$ cat src/rtl/demux_pkg.sv
// Shared types and sizing for the 1-to-8 registered demultiplexer.
package demux_pkg;

   localparam int unsigned N_LANES = 8;
   localparam int unsigned SEL_W   = $clog2(N_LANES);

   typedef enum logic [1:0] {
      COLLECT = 2'd0,
      HOLD    = 2'd1
   } state_t;

   localparam logic MODE_ADDR = 1'b0;
   localparam logic MODE_SEQ  = 1'b1;

endpackage

$ cat src/rtl/demux_lane_ctr.sv
// Wrapping lane counter used to pick the destination lane in sequential mode.
module demux_lane_ctr
   import demux_pkg::*;
(
   input  logic             clk,
   input  logic             rst,
   input  logic             clr,
   input  logic             inc,
   output logic [SEL_W-1:0] cnt
);

   // Power-of-two lane count, so natural overflow gives the 7 -> 0 wrap.
   always_ff @(posedge clk) begin
      if (rst || clr) begin
         cnt <= '0;
      end else if (inc) begin
         cnt <= cnt + SEL_W'(1);
      end
   end

endmodule

$ cat src/rtl/demux_8.sv
// 1-to-8 registered demultiplexer / deserializer with a valid/ready word output.
module demux_8
   import demux_pkg::*;
(
   input  logic               clk,
   input  logic               rst,
   input  logic               in_valid,
   output logic               in_ready,
   input  logic               in_bit,
   input  logic [SEL_W-1:0]   sel,
   input  logic               mode,
   input  logic               clear,
   output logic [N_LANES-1:0] out,
   output logic               out_valid,
   input  logic               out_ready,
   output logic [N_LANES-1:0] lane_mask
);

   state_t             state;
   state_t             state_nx;
   logic [N_LANES-1:0] out_nx;
   logic [N_LANES-1:0] mask_nx;
   logic               out_valid_nx;
   logic               cnt_inc;
   logic               cnt_clr;
   logic [SEL_W-1:0]   cnt;
   logic [SEL_W-1:0]   dest;

   demux_lane_ctr u_lane_ctr (
      .clk (clk),
      .rst (rst),
      .clr (cnt_clr),
      .inc (cnt_inc),
      .cnt (cnt)
   );

   assign in_ready = (state == COLLECT);

   // Next-state and next-output decode; clear outranks every handshake.
   always_comb begin
      state_nx     = state;
      out_nx       = out;
      mask_nx      = lane_mask;
      out_valid_nx = out_valid;
      cnt_inc      = 1'b0;
      cnt_clr      = 1'b0;
      dest         = (mode == MODE_SEQ) ? cnt : sel;

      if (clear) begin
         state_nx     = COLLECT;
         mask_nx      = '0;
         out_valid_nx = 1'b0;
         cnt_clr      = 1'b1;
      end else begin
         case (state)
            COLLECT: begin
               if (in_valid) begin
                  out_nx[dest]  = in_bit;
                  mask_nx[dest] = 1'b1;
                  cnt_inc       = (mode == MODE_SEQ);
                  if (&mask_nx) begin
                     state_nx     = HOLD;
                     out_valid_nx = 1'b1;
                  end
               end
            end
            HOLD: begin
               if (out_ready) begin
                  state_nx     = COLLECT;
                  mask_nx      = '0;
                  out_valid_nx = 1'b0;
                  cnt_clr      = 1'b1;
               end
            end
            default: begin
               state_nx     = COLLECT;
               mask_nx      = '0;
               out_valid_nx = 1'b0;
               cnt_clr      = 1'b1;
            end
         endcase
      end
   end

   always_ff @(posedge clk) begin
      if (rst) begin
         state     <= COLLECT;
         out       <= '0;
         lane_mask <= '0;
         out_valid <= 1'b0;
      end else begin
         state     <= state_nx;
         out       <= out_nx;
         lane_mask <= mask_nx;
         out_valid <= out_valid_nx;
      end
   end

endmodule

$ cat config.mk
export PLATFORM = sky130hd
export DESIGN_NAME = demux_8
export DESIGN_NICKNAME = d
export VERILOG_FILES = /design/src/rtl/demux_pkg.sv /design/src/rtl/demux_lane_ctr.sv /design/src/rtl/demux_8.sv
export SDC_FILE = /design/constraint.sdc
export NUM_CORES = 1
export LEC_CHECK = 0
export ABC_AREA = 1
export BUFFER_PORTS_ARGS = -buffer_cell sky130_fd_sc_hd__buf_2
export CAP_MARGIN = 20
export CORE_MARGIN = 2
export CORE_UTILIZATION = 50
export CTS_CLUSTER_SIZE = 25
export DETAILED_ROUTE_END_ITERATION = 8
export GPL_TIMING_DRIVEN = 0
export PLACE_DENSITY_LB_ADDON = 0.25
export SETUP_SLACK_MARGIN = 0.15
export SYNTH_ARGS = -nofsm -noshare
export SYNTH_HDL_FRONTEND = slang
export SYNTH_HIERARCHICAL = 1
export SYNTH_SLANG_ARGS = --single-unit
$ cat constraint.sdc
create_clock -name clk -period 2.6 [get_ports clk]
set_input_delay 0 -clock clk [delete_from_list [all_inputs] [get_ports clk]]
set_output_delay 0 -clock clk [all_outputs]
set_load 0.005 [all_outputs]
==> run summary, run 1 <==
Run status -> finished clean
Synthesized instance count -> 156
Largest voltage drop on the vdd net -> 328.0 uV
Maximum clock insertion buffer count -> 2
Die Span Y -> 49.25 um
Area of the core region -> 1942 sq um
Largest net degree at the start of global routing -> 11
Sum of negative setup slack -> 0 ns
Number of top-level pins -> 28
Routed WL per cell -> 10.97 um
Pleak -> 0.6105 nW
Number of vias in the routed layout -> 1049
TritonCTS clock tree -> yes
Vias in the first global route -> 970
Max Slew Vio Count -> 0
Minimum clock period after layout -> 1.666 ns
Final Hold Viols -> 0
H-Tree Depth -> 1
WP buf/inv -> 3
Share of final-layout standard cells stronger than drive strength 1 -> 22.34%
Net count reported at finish -> 201
Clock tree root driver cell -> sky130_fd_sc_hd__clkbuf_4
Post-CTS setup-driven buffer insertion count -> 0
Final critical-path share of the clock period -> 64.06%
TritonCTS sink count -> 20
Fraction of registers with async set/reset -> 0%
Routed via count divided by cell count -> 4.879
Number of buffers added on ports -> 26
Max stage delay cell, worst path -> sky130_fd_sc_hd__dfxtp_1
Worst-case hold slack -> 0.05267 ns
Max Cap Violations -> 0
Clock insertion delay at the later pin of the skew report -> 0.30 ns
Startpoint kind of the worst setup timing path -> register
DIE AREA -> 2425 sq um
Critical path's largest stage delay -> 0.34 ns
Required time worst endpoint -> 2.79 ns
Final Wtd Congestion -> 0.8365
Number of antenna violations at the first check in global routing -> 0
Cell seen most often among critical-path stages -> sky130_fd_sc_hd__nor2_1
Post-route DRC -> 0
Routing usage on met3 -> 6.135%
All-Layer GR Usage -> 20.70%
EDFF count, synth -> 0
Count of instances resized after the clock tree is built -> 0
Worst-margin pin slew -> 0.3937 ns
Commonest non-fill, non-tap cell in the layout -> sky130_fd_sc_hd__nand2_1
Top_reg_cell synth -> sky130_fd_sc_hd__dfxtp_1
Class of the worst hold path -> in -> reg
Remaining number of nets flagged by the antenna check after routing -> 0
Count of cell types in the netlist -> 20
Maximum clock frequency -> 600.4 MHz
Synthesized net count -> 167
Syn Area/Cell -> 6.561 sq um
Total inserted antenna cells -> 0
Initial core utilization -> 52.71%
Seq/Total Area, Yosys -> 39.12%
Area added between synthesis and finish -> 21.15%
Sequential cell area -> 400.4 sq um
Cell-by-cell listing of the critical path -> inv_1 -> nand2_1 -> nor2_1 -> inv_1 -> buf_2 -> nor2_1 -> nand3_1 -> nand2_1 -> nor2_1
Biggest fanout along the worst timing path -> 10
Top Family by Delay on Critical Path -> simple AND/OR/NAND/NOR gates
Post-CTS Hold Buffers -> 3
Area of combinational cells with multiple inputs -> 524.3 sq um
Worst slew margin relative to its limit -> 73.65%
RSZ-0062 raised after global routing -> no
Clock Skew -> 0.006114 ns
Clock transition at the registers of the reported paths -> 0.11 ns
First-pass GRT wire length -> 3912 um
Width of the die -> 49.25 um
Number of flip-flops and latches in the synthesized netlist -> 20
Top library cells by usage in the layout, fill and taps aside -> sky130_fd_sc_hd__nand2_1 (35), sky130_fd_sc_hd__nor2_1 (29), sky130_fd_sc_hd__buf_2 (27)
Total of endpoints with negative setup slack in the final report -> 0
Number of CTS-inserted buffers -> 3
Peak-usage layer in the global routing report -> met2
Detail Placement HPWL -> 1797 um
Cell type with the highest aggregate area in the netlist -> sky130_fd_sc_hd__dfxtp_1
Met2 Usage GRT -> 38.51%
Grt met1 use -> 23.09%
Category of the critical setup timing path -> reg -> reg
Critical Path End Type -> register
Site Rows -> 16
Drt pass-1 iters -> 4
Filler cells -> 186
Power density cells -> 425.8 nW/um^2
Area of the mapped netlist -> 1023 sq um
Final global-route overflow total -> 0
Largest cells by area after synthesis -> sky130_fd_sc_hd__dfxtp_1 (39%), sky130_fd_sc_hd__nand2_1 (13%), sky130_fd_sc_hd__nor2_1 (11%)
Top-area cell type share of the netlist area -> 39.12%
Yosys Warn Count -> 6
Critical Path AT -> 1.86 ns
DRC marker count from the first detailed-route iteration -> 23
Wire length after detailed routing -> 2359 um
-- cell usage after synthesis (3+ instances only) --
master and number:
sky130_fd_sc_hd__nor3b_1 6, sky130_fd_sc_hd__nor3_1 7, sky130_fd_sc_hd__inv_1 23, sky130_fd_sc_hd__nand3_2 3, sky130_fd_sc_hd__nand2_1 35, sky130_fd_sc_hd__dfxtp_1 20, sky130_fd_sc_hd__nand3_1 8, sky130_fd_sc_hd__nand2_2 5
sky130_fd_sc_hd__a21oi_1 3, sky130_fd_sc_hd__o21ai_0 8, sky130_fd_sc_hd__nor2_1 29
-- per-layer routing --
metal,vias up,routed length (um),share of wire [%]
li1,559,-,-
met1,459,1027,44
met2,29,1208,51
met3,2,107,4.5
met4,0,16,0.68
met5,-,0,0
-- final timing paths --
check                                             from                        endpoint  slack (ns)  depth (start not counted)
worst min-delay path                             clear             out[0]$_SDFFE_PP0P_        0.05                          4
worst max register to register  out_valid$_SDFFE_PP0P_  u_lane_ctr/cnt[2]$_SDFFE_PP0P_        0.93                          9
worst min register to register     out[0]$_SDFFE_PP0P_             out[0]$_SDFFE_PP0P_        0.45                          2
worst max-delay path            out_valid$_SDFFE_PP0P_  u_lane_ctr/cnt[2]$_SDFFE_PP0P_        0.93                          9
-- through the flow --
| step | instances | utilization, % | total power, mW | instance area [sq um] | worst slack, ns |
|---|---|---|---|---|---|
| global placement | 209 | 61.15 | 0.3854 | 1187 | 1.033 |
| floorplan | 156 | - | 0.3658 | 1023 | 1.205 |
| global route | 215 | 63.85 | 0.5557 | 1240 | 0.7790 |
| finish | 215 | 63.85 | 0.5279 | 1240 | 0.9344 |
| CTS | 215 | 63.85 | 0.5335 | 1240 | 0.9549 |
| detailed placement | 209 | 61.15 | 0.3882 | 1187 | 0.9762 |
-- kinds of logic (layout without fill, tap and decap cells) --
logic type | after synthesis | after routing | share of synthesized area [%]
AND/OR/NAND/NOR | 96 | 96 | 43.03
buffers and inverters | 26 | 58 | 9.656
flip-flops | 20 | 20 | 39.12
AO/OA/AOI/OAI | 13 | 13 | 6.968
adder cells (fa/ha/maj) | 1 | 1 | 1.222
-- layout make-up --
cell class              count  area share (%)
multi-input cells         110           42.28
flip-flops and latches     20           32.29
repair buffers             29           12.92
inverters                  24           7.265
well taps                  27           2.725
clock buffers               3           1.816
plain buffers               2          0.7064
-- power by group --
| part | internal, mW | leakage, nW | switching [mW] |
|---|---|---|---|
| Clock | 0.0540 | 0.0138 | 0.0883 |
| Combinational | 0.0256 | 0.435 | 0.0471 |
| Sequential | 0.310 | 0.161 | 0.00261 |
-- sequential cells by signal, indices dropped and copies added (netlist names) --
signal / cells
out_valid: 1
u_lane_ctr/cnt: 3
lane_mask: 8
out: 8
-- worst reg2reg max path, stage by stage, from the launching register on --
cell and delay (ns):
sky130_fd_sc_hd__dfxtp_1 0.34, sky130_fd_sc_hd__inv_1 0.08, sky130_fd_sc_hd__nand2_1 0.09, sky130_fd_sc_hd__nor2_1 0.17, sky130_fd_sc_hd__inv_1 0.13, sky130_fd_sc_hd__buf_2 0.20, sky130_fd_sc_hd__nor2_1 0.33, sky130_fd_sc_hd__nand3_1 0.12
sky130_fd_sc_hd__nand2_1 0.07, sky130_fd_sc_hd__nor2_1 0.04
Note: power is estimated with default switching activity, not from simulation.
==> inputs of run 2 (changes only) <==
==> constraint.sdc (replaced) <==
create_clock -name clk -period 1.6 [get_ports clk]
set_input_delay 0 -clock clk [delete_from_list [all_inputs] [get_ports clk]]
set_output_delay 0 -clock clk [all_outputs]
set_load 0.005 [all_outputs]
==> run 2 against run 1 <==
  * Combinational power is 76% higher
  * Register-to-register slack worse by 0.70 ns
  * Via count is 1.4% higher
  * Setup slack worse by 0.70 ns
  * Cell count is 0.47% higher
  * Clock skew is 0.0021 ns lower
  * Critical endpoint unchanged
==> run summary, run 2 (same netlist as run 1, synthesis figures left out) <==
Run status -> finished clean (unchanged)
Critical path's largest stage delay -> 0.34 ns (about the same)
Total inserted antenna cells -> 0 (unchanged)
Min-Delay Endpoint -> lane_mask[1]$_SDFFE_PP0P_ (was out[0]$_SDFFE_PP0P_)
Launch point of the worst hold path -> clear (unchanged)
Final Hold Viols -> 0 (unchanged)
TritonCTS sink count -> 20 (unchanged)
First-pass GRT wire length -> 3953 um (was 3912 um)
Registers with the most flip-flops -> lane_mask (8), out (8), u_lane_ctr/cnt (3) (unchanged)
Area added between synthesis and finish -> 24.57% (was 21.15%)
Detail Placement HPWL -> 1797 um (unchanged)
Area of the core region -> 1942 sq um (unchanged)
Total of endpoints with negative setup slack in the final report -> 0 (unchanged)
Class of the worst hold path -> in -> reg (unchanged)
Metal-1 WL -> 1026 um (was 1027 um)
Top library cells by usage in the layout, fill and taps aside -> sky130_fd_sc_hd__nand2_1 (34), sky130_fd_sc_hd__nor2_1 (27), sky130_fd_sc_hd__buf_2 (26) (was sky130_fd_sc_hd__nand2_1 (35), sky130_fd_sc_hd__nor2_1 (29), sky130_fd_sc_hd__buf_2 (27))
Critical Path End Type -> register (unchanged)
Post-route DRC -> 0 (unchanged)
Largest voltage drop on the vdd net -> 552.8 uV (was 328.0 uV)
Max stage delay cell, worst path -> sky130_fd_sc_hd__dfxtp_1 (unchanged)
Cell-by-cell listing of the critical path -> inv_1 -> nand2_2 -> nor2_4 -> inv_2 -> buf_4 -> nor2_4 -> nand3_1 -> nand2_1 -> nor2_1 (was inv_1 -> nand2_1 -> nor2_1 -> inv_1 -> buf_2 -> nor2_1 -> nand3_1 -> nand2_1 -> nor2_1)
Clock transition at the registers of the reported paths -> 0.10 ns (was 0.11 ns)
Number of vias in the routed layout -> 1064 (was 1049)
Clock Skew -> 0.004044 ns (was 0.006114 ns)
Startpoint kind of the worst setup timing path -> register (unchanged)
Number of antenna violations at the first check in global routing -> 0 (unchanged)
Reg2Reg Launch Point -> out_valid$_SDFFE_PP0P_ (unchanged)
Max Cap Violations -> 0 (unchanged)
Min-Delay Path Depth -> 4 (unchanged)
Terminus of the critical flop-to-flop path -> u_lane_ctr/cnt[2]$_SDFFE_PP0P_ (unchanged)
TritonCTS clock tree -> yes (unchanged)
Final critical-path share of the clock period -> 85.08% (was 64.06%)
Total length of routed met3 wires -> 112 um (was 107 um)
Maximum clock frequency -> 734.6 MHz (was 600.4 MHz)
Maximum clock insertion buffer count -> 2 (unchanged)
Routed WL per cell -> 11.35 um (was 10.97 um)
Critical Path AT -> 1.55 ns (was 1.86 ns)
Filler cells -> 182 (was 186)
Minimum clock period after layout -> 1.361 ns (was 1.666 ns)
Cell seen most often among critical-path stages -> sky130_fd_sc_hd__nor2_4 (was sky130_fd_sc_hd__nor2_1)
Final global-route overflow total -> 0 (unchanged)
Number of CTS-inserted buffers -> 3 (unchanged)
Clock insertion delay at the later pin of the skew report -> 0.29 ns (was 0.30 ns)
Net count reported at finish -> 202 (was 201)
Reg-to-reg slack, setup -> 0.24 ns (was 0.93 ns)
DRC marker count from the first detailed-route iteration -> 22 (was 23)
WP buf/inv -> 3 (unchanged)
Initial core utilization -> 52.71% (unchanged)
Max Slew Vio Count -> 0 (unchanged)
Final Wtd Congestion -> 0.8365 (unchanged)
Power density cells -> 680.0 nW/um^2 (was 425.8 nW/um^2)
Width of the die -> 49.25 um (unchanged)
Top Family by Delay on Critical Path -> simple AND/OR/NAND/NOR gates (unchanged)
Vias in the first global route -> 982 (was 970)
All-Layer GR Usage -> 20.89% (was 20.70%)
CP startpoint -> out_valid$_SDFFE_PP0P_ (unchanged)
H-Tree Depth -> 1 (unchanged)
Placement-stage cell area -> 1187 sq um (unchanged)
Required time worst endpoint -> 1.79 ns (was 2.79 ns)
RSZ-0062 raised after global routing -> yes (was no)
Number of buffers added on ports -> 26 (unchanged)
Biggest fanout along the worst timing path -> 10 (unchanged)
Commonest non-fill, non-tap cell in the layout -> sky130_fd_sc_hd__nand2_1 (unchanged)
Number of top-level pins -> 28 (unchanged)
Category of the critical setup timing path -> reg -> reg (unchanged)
DIE AREA -> 2425 sq um (unchanged)
Pleak -> 0.6191 nW (was 0.6105 nW)
Remaining number of nets flagged by the antenna check after routing -> 0 (unchanged)
Largest net degree at the start of global routing -> 11 (unchanged)
Die Span Y -> 49.25 um (unchanged)
Top routing layer used -> met4 (unchanged)
Clock tree root driver cell -> sky130_fd_sc_hd__clkbuf_4 (unchanged)
Wire length after detailed routing -> 2452 um (was 2359 um)
Share of final-layout standard cells stronger than drive strength 1 -> 26.46% (was 22.34%)
Design Area, Final -> 1275 sq um (was 1240 sq um)
Drt pass-1 iters -> 4 (unchanged)
Total power -> 867.0 uW (was 527.9 uW)
Met2 routed wirelength -> 1285 um (was 1208 um)
Worst-case reg-to-reg path depth -> 9 (unchanged)
Site Rows -> 16 (unchanged)
Routed via count divided by cell count -> 4.926 (was 4.879)
Worst-margin pin slew -> 0.3260 ns (was 0.3937 ns)
Worst slew margin relative to its limit -> 78.27% (was 73.65%)
==> run 2: changes by cell type in the layout (fill, tap and decap cells not counted), sizes merged <==
cell  delta
buf      +1
==> run 2: worst max-delay path by stage <==
stage | endpoint | slack [ns] | cells after the start
finish | u_lane_ctr/cnt[2]$_SDFFE_PP0P_ | 0.24 | 9
CTS | u_lane_ctr/cnt[2]$_SDFFE_PP0P_ | 0.15 | 9
detailed placement | u_lane_ctr/cnt[2]$_SDFFE_PP0P_ | -0.02 | 9
global placement | u_lane_ctr/cnt[2]$_SDFFE_PP0P_ | 0.03 | 9
floorplan | u_lane_ctr/cnt[2]$_SDFFE_PP0P_ | 0.20 | 9
global route | u_lane_ctr/cnt[2]$_SDFFE_PP0P_ | 0.15 | 9
==> run 2: metrics by stage <==
step	setup slack [ns]	instances	TNS (ns)	util (%)	hold slack [ns]
after detailed placement	-0.02383	209	-0.02383	61.15	0.2760
after global routing	0.1506	216	0	65.66	0.08178
after CTS	0.1505	215	0	64.24	0.003012
final	0.2388	216	0	65.66	0.08318
after floorplan	0.2049	156	0	-	0.1428
after global placement	0.03339	209	0	61.15	0.2700
==> run 2: metal layers <==
layer / vias to the layer above / GRT usage (%)
li1: 557 / -
met1: 480 / 23.28
met2: 23 / 38.96
met3: 4 / 6.135
met4: 0 / 3.810
met5: - / 0
==> run 2: tightest hold or removal path, delay by kind of cell <==
kind            cells  cell delay (ns)
buf+inv             2             0.18
simple gates        1             0.11
compound gates      1             0.05
==> run 2: what timing repair did <==
item                       CTS  global route
buffers inserted             0             1
hold endpoints to repair     5             0
setup endpoints to repair    3            11
gates resized for setup      2             9
hold buffers                 3             0
pin swaps                    0             2
==> run 2: power breakdown <==
group | internal (mW) | switching, mW
clock | 0.0877 | 0.143
combinational | 0.0461 | 0.0815
sequential | 0.504 | 0.00425
==> run 2: cell type report <==
| cell class | count | area, sq um | share of cell area, % |
|---|---|---|---|
| timing repair buffer | 30 | 167.7 | 13.15 |
| inverter | 24 | 90.09 | 7.066 |
| multi-input combinational | 110 | 546.8 | 42.89 |
| sequential | 20 | 402.9 | 31.60 |
| tap | 27 | 33.78 | 2.650 |
| buffer | 2 | 11.26 | 0.8832 |
| clock buffer | 3 | 22.52 | 1.766 |
==> inputs of run 3 (changes only) <==
--- a/config.mk
+++ b/config.mk
@@ -12,7 +12,6 @@
 export CORE_UTILIZATION = 50
 export CTS_CLUSTER_SIZE = 25
 export DETAILED_ROUTE_END_ITERATION = 8
-export GPL_TIMING_DRIVEN = 0
 export PLACE_DENSITY_LB_ADDON = 0.25
 export SETUP_SLACK_MARGIN = 0.15
 export SYNTH_ARGS = -nofsm -noshare
==> run 3 against run 2 <==
  * Sequential share of layout area up 0.79 points
  * Die area unchanged
  * Core utilization down 1.8 points
  * Wire length down 5.7%
  * Cell count down 0.93%
  * Via count down 2.3%
  * Clock power up 3%
  * Non-clock buffer count down 2
  * Register-to-register slack better by 0.08 ns
  * Power down 0.38%
  * Largest cell class unchanged
  * Largest power group unchanged
  * Highest routed layer unchanged
==> run summary, run 3 (same netlist as run 1, synthesis figures left out) <==
Maximum clock insertion buffer count -> 2 (unchanged)
Maximum clock frequency -> 780.8 MHz (was 734.6 MHz)
Startpoint kind of the worst setup timing path -> register (unchanged)
Run status -> finished clean (unchanged)
Minimum clock period after layout -> 1.281 ns (was 1.361 ns)
Detail Placement HPWL -> 1841 um (was 1797 um)
Share of final-layout standard cells stronger than drive strength 1 -> 24.60% (was 26.46%)
Final Hold Viols -> 0 (unchanged)
Fin cells -> 214 (was 216)
Pleak -> 0.6107 nW (was 0.6191 nW)
Area of the core region -> 1942 sq um (unchanged)
Placement-stage cell area -> 1191 sq um (was 1187 sq um)
Switching power total -> 230.1 uW (was 229.0 uW)
RSZ-0062 raised after global routing -> no (was yes)
Internal Power -> 633.6 uW (was 638.1 uW)
Net count reported at finish -> 200 (was 202)
Clock network fraction of total power -> 27.4% (was 26.6%)
Drt pass-1 iters -> 4 (unchanged)
Sequential cell fraction of total power -> 58.9% (was 58.7%)
DRC marker count from the first detailed-route iteration -> 24 (was 22)
WP buf/inv -> 3 (unchanged)
H-Tree Depth -> 1 (unchanged)
Worst-case hold slack -> 0.02860 ns (was 0.08318 ns)
Biggest fanout along the worst timing path -> 14 (was 10)
Total of endpoints with negative setup slack in the final report -> 0 (unchanged)
Number of instances in the placed design -> 209 (unchanged)
Largest voltage drop on the vdd net -> 450.2 uV (was 552.8 uV)
Max Slew Vio Count -> 0 (unchanged)
Die Span Y -> 49.25 um (unchanged)
Number of antenna violations at the first check in global routing -> 0 (unchanged)
Filler cells -> 200 (was 182)
Top Family by Delay on Critical Path -> flip-flops (was simple AND/OR/NAND/NOR gates)
Max stage delay cell, worst path -> sky130_fd_sc_hd__dfxtp_1 (unchanged)
Post-Place Worst Slack -> 0.2967 ns (was -0.02383 ns)
Commonest non-fill, non-tap cell in the layout -> sky130_fd_sc_hd__nand2_1 (unchanged)
Top library cells by usage in the layout, fill and taps aside -> sky130_fd_sc_hd__nand2_1 (35), sky130_fd_sc_hd__nor2_1 (27), sky130_fd_sc_hd__buf_2 (27) (was sky130_fd_sc_hd__nand2_1 (34), sky130_fd_sc_hd__nor2_1 (27), sky130_fd_sc_hd__buf_2 (26))
Final Wtd Congestion -> 0.8709 (was 0.8365)
Design Area, Final -> 1240 sq um (was 1275 sq um)
Category of the critical setup timing path -> reg -> reg (unchanged)
Final global-route overflow total -> 0 (unchanged)
Cell-by-cell listing of the critical path -> inv_1 -> nand2_1 -> nor2_2 -> inv_1 -> buf_4 -> nor2_1 -> o21ai_0 -> nor2_1 (was inv_1 -> nand2_2 -> nor2_4 -> inv_2 -> buf_4 -> nor2_4 -> nand3_1 -> nand2_1 -> nor2_1)
Area added between synthesis and finish -> 21.15% (was 24.57%)
Routed via count divided by cell count -> 4.855 (was 4.926)
Site Rows -> 16 (unchanged)
Switching share of total power -> 26.64% (was 26.41%)
Min-Delay Path Depth -> 4 (unchanged)
Worst slew margin relative to its limit -> 79.88% (was 78.27%)
Critical path's largest stage delay -> 0.37 ns (was 0.34 ns)
Wire length after detailed routing -> 2312 um (was 2452 um)
Number of vias in the routed layout -> 1039 (was 1064)
Routed WL per cell -> 10.80 um (was 11.35 um)
TritonCTS clock tree -> yes (unchanged)
Number of buffers added on ports -> 27 (was 26)
All-Layer GR Usage -> 20.96% (was 20.89%)
Number of CTS-inserted buffers -> 3 (unchanged)
Core utilization of the finished layout -> 63.85% (was 65.66%)
Reg-to-reg slack, setup -> 0.32 ns (was 0.24 ns)
Reg2Reg Launch Point -> out_valid$_SDFFE_PP0P_ (unchanged)
Clock transition at the registers of the reported paths -> 0.11 ns (was 0.10 ns)
Post-CTS setup-driven buffer insertion count -> 0 (unchanged)
Power density cells -> 696.6 nW/um^2 (was 680.0 nW/um^2)
First-pass GRT wire length -> 4036 um (was 3953 um)
Logic pwr share -> 13.7% (was 14.7%)
Initial core utilization -> 52.71% (unchanged)
Class of the worst hold path -> in -> reg (unchanged)
Vias in the first global route -> 1024 (was 982)
TritonCTS sink count -> 20 (unchanged)
Sum of negative setup slack -> 0 ns (unchanged)
Post-route DRC -> 0 (unchanged)
Required time worst endpoint -> 1.80 ns (was 1.79 ns)
Clock Skew -> 0.005603 ns (was 0.004044 ns)
Worst-margin pin slew -> 0.3009 ns (was 0.3260 ns)
Launch point of the worst hold path -> clear (unchanged)
Worst-case reg-to-reg path depth -> 8 (was 9)
Final critical-path share of the clock period -> 80.05% (was 85.08%)
Registers with the most flip-flops -> lane_mask (8), out (8), u_lane_ctr/cnt (3) (unchanged)
Remaining number of nets flagged by the antenna check after routing -> 0 (unchanged)
Max Cap Violations -> 0 (unchanged)
Final setup margin -> 0.3192 ns (was 0.2388 ns)
Clock insertion delay at the later pin of the skew report -> 0.29 ns (about the same)
Clock tree root driver cell -> sky130_fd_sc_hd__clkbuf_4 (unchanged)
Width of the die -> 49.25 um (unchanged)
Total inserted antenna cells -> 0 (unchanged)
Critical Path AT -> 1.48 ns (was 1.55 ns)
Min-Delay Endpoint -> out_valid$_SDFFE_PP0P_ (was lane_mask[1]$_SDFFE_PP0P_)
DIE AREA -> 2425 sq um (unchanged)
Number of top-level pins -> 28 (unchanged)
Terminus of the critical flop-to-flop path -> out[3]$_SDFFE_PP0P_ (was u_lane_ctr/cnt[2]$_SDFFE_PP0P_)
Total power -> 863.7 uW (was 867.0 uW)
Critical Path End Type -> register (unchanged)
Largest net degree at the start of global routing -> 15 (was 11)
==> run 3: cell types whose count changed in the layout (fill, tap and decap cells not counted), sizes merged <==
cell / change
clkbuf: -1
dlygate4sd3: -1
==> run 3: how the worst max path moves through the flow <==
stage	startpoint	to	slack, ns	cells after the start
after detailed placement	out_valid$_SDFFE_PP0P_	u_lane_ctr/cnt[2]$_SDFFE_PP0P_	0.30	8
after CTS	out_valid$_SDFFE_PP0P_	u_lane_ctr/cnt[2]$_SDFFE_PP0P_	0.27	8
after global routing	out_valid$_SDFFE_PP0P_	out[6]$_SDFFE_PP0P_	0.17	8
after floorplan	out_valid$_SDFFE_PP0P_	u_lane_ctr/cnt[2]$_SDFFE_PP0P_	0.20	9
final	out_valid$_SDFFE_PP0P_	out[3]$_SDFFE_PP0P_	0.32	8
after global placement	out_valid$_SDFFE_PP0P_	u_lane_ctr/cnt[2]$_SDFFE_PP0P_	0.37	8
==> run 3: area by class of cell <==
type | instances | area, sq um | area share (%)
Tap cell | 27 | 33.78 | 2.725
Clock buffer | 3 | 22.52 | 1.816
Inverter | 24 | 90.09 | 7.265
Sequential cell | 20 | 401.6 | 32.39
Timing Repair Buffer | 30 | 162.7 | 13.12
Multi-Input combinational cell | 110 | 529.3 | 42.68
==> run 3: tightest hold or removal path: cells and delay by family <==
kind,cells,cell delay (ns)
buffers and inverters,2,0.16
and+or+nand+nor,1,0.09
AOI/OAI and AO/OA,1,0.04
==> run 3: routing by layer <==
layer,vias up,part of all wire (%),GRT usage [%]
met5,-,0,0
met1,467,44,22.71
met4,0,0.43,5.714
met3,2,3.3,3.988
met2,19,52,40.54
li1,551,-,-
==> run 3: power groups by stage <==
stage          Combinational [mW]  Sequential, mW  Clock, mW
6_report                    0.118           0.509      0.237
5_1_grt                     0.134           0.510      0.258
4_1_cts                     0.116           0.509      0.243
3_5_place_dp                0.113           0.520          0
3_3_place_gp                0.109           0.519          0
2_1_floorplan              0.0745           0.520          0
==> run 3: what timing repair did <==
action	in CTS	in global routing
setup endpoints to repair	0	6
hold endpoints to repair	4	0
hold buffers	2	0
resized for setup	0	4
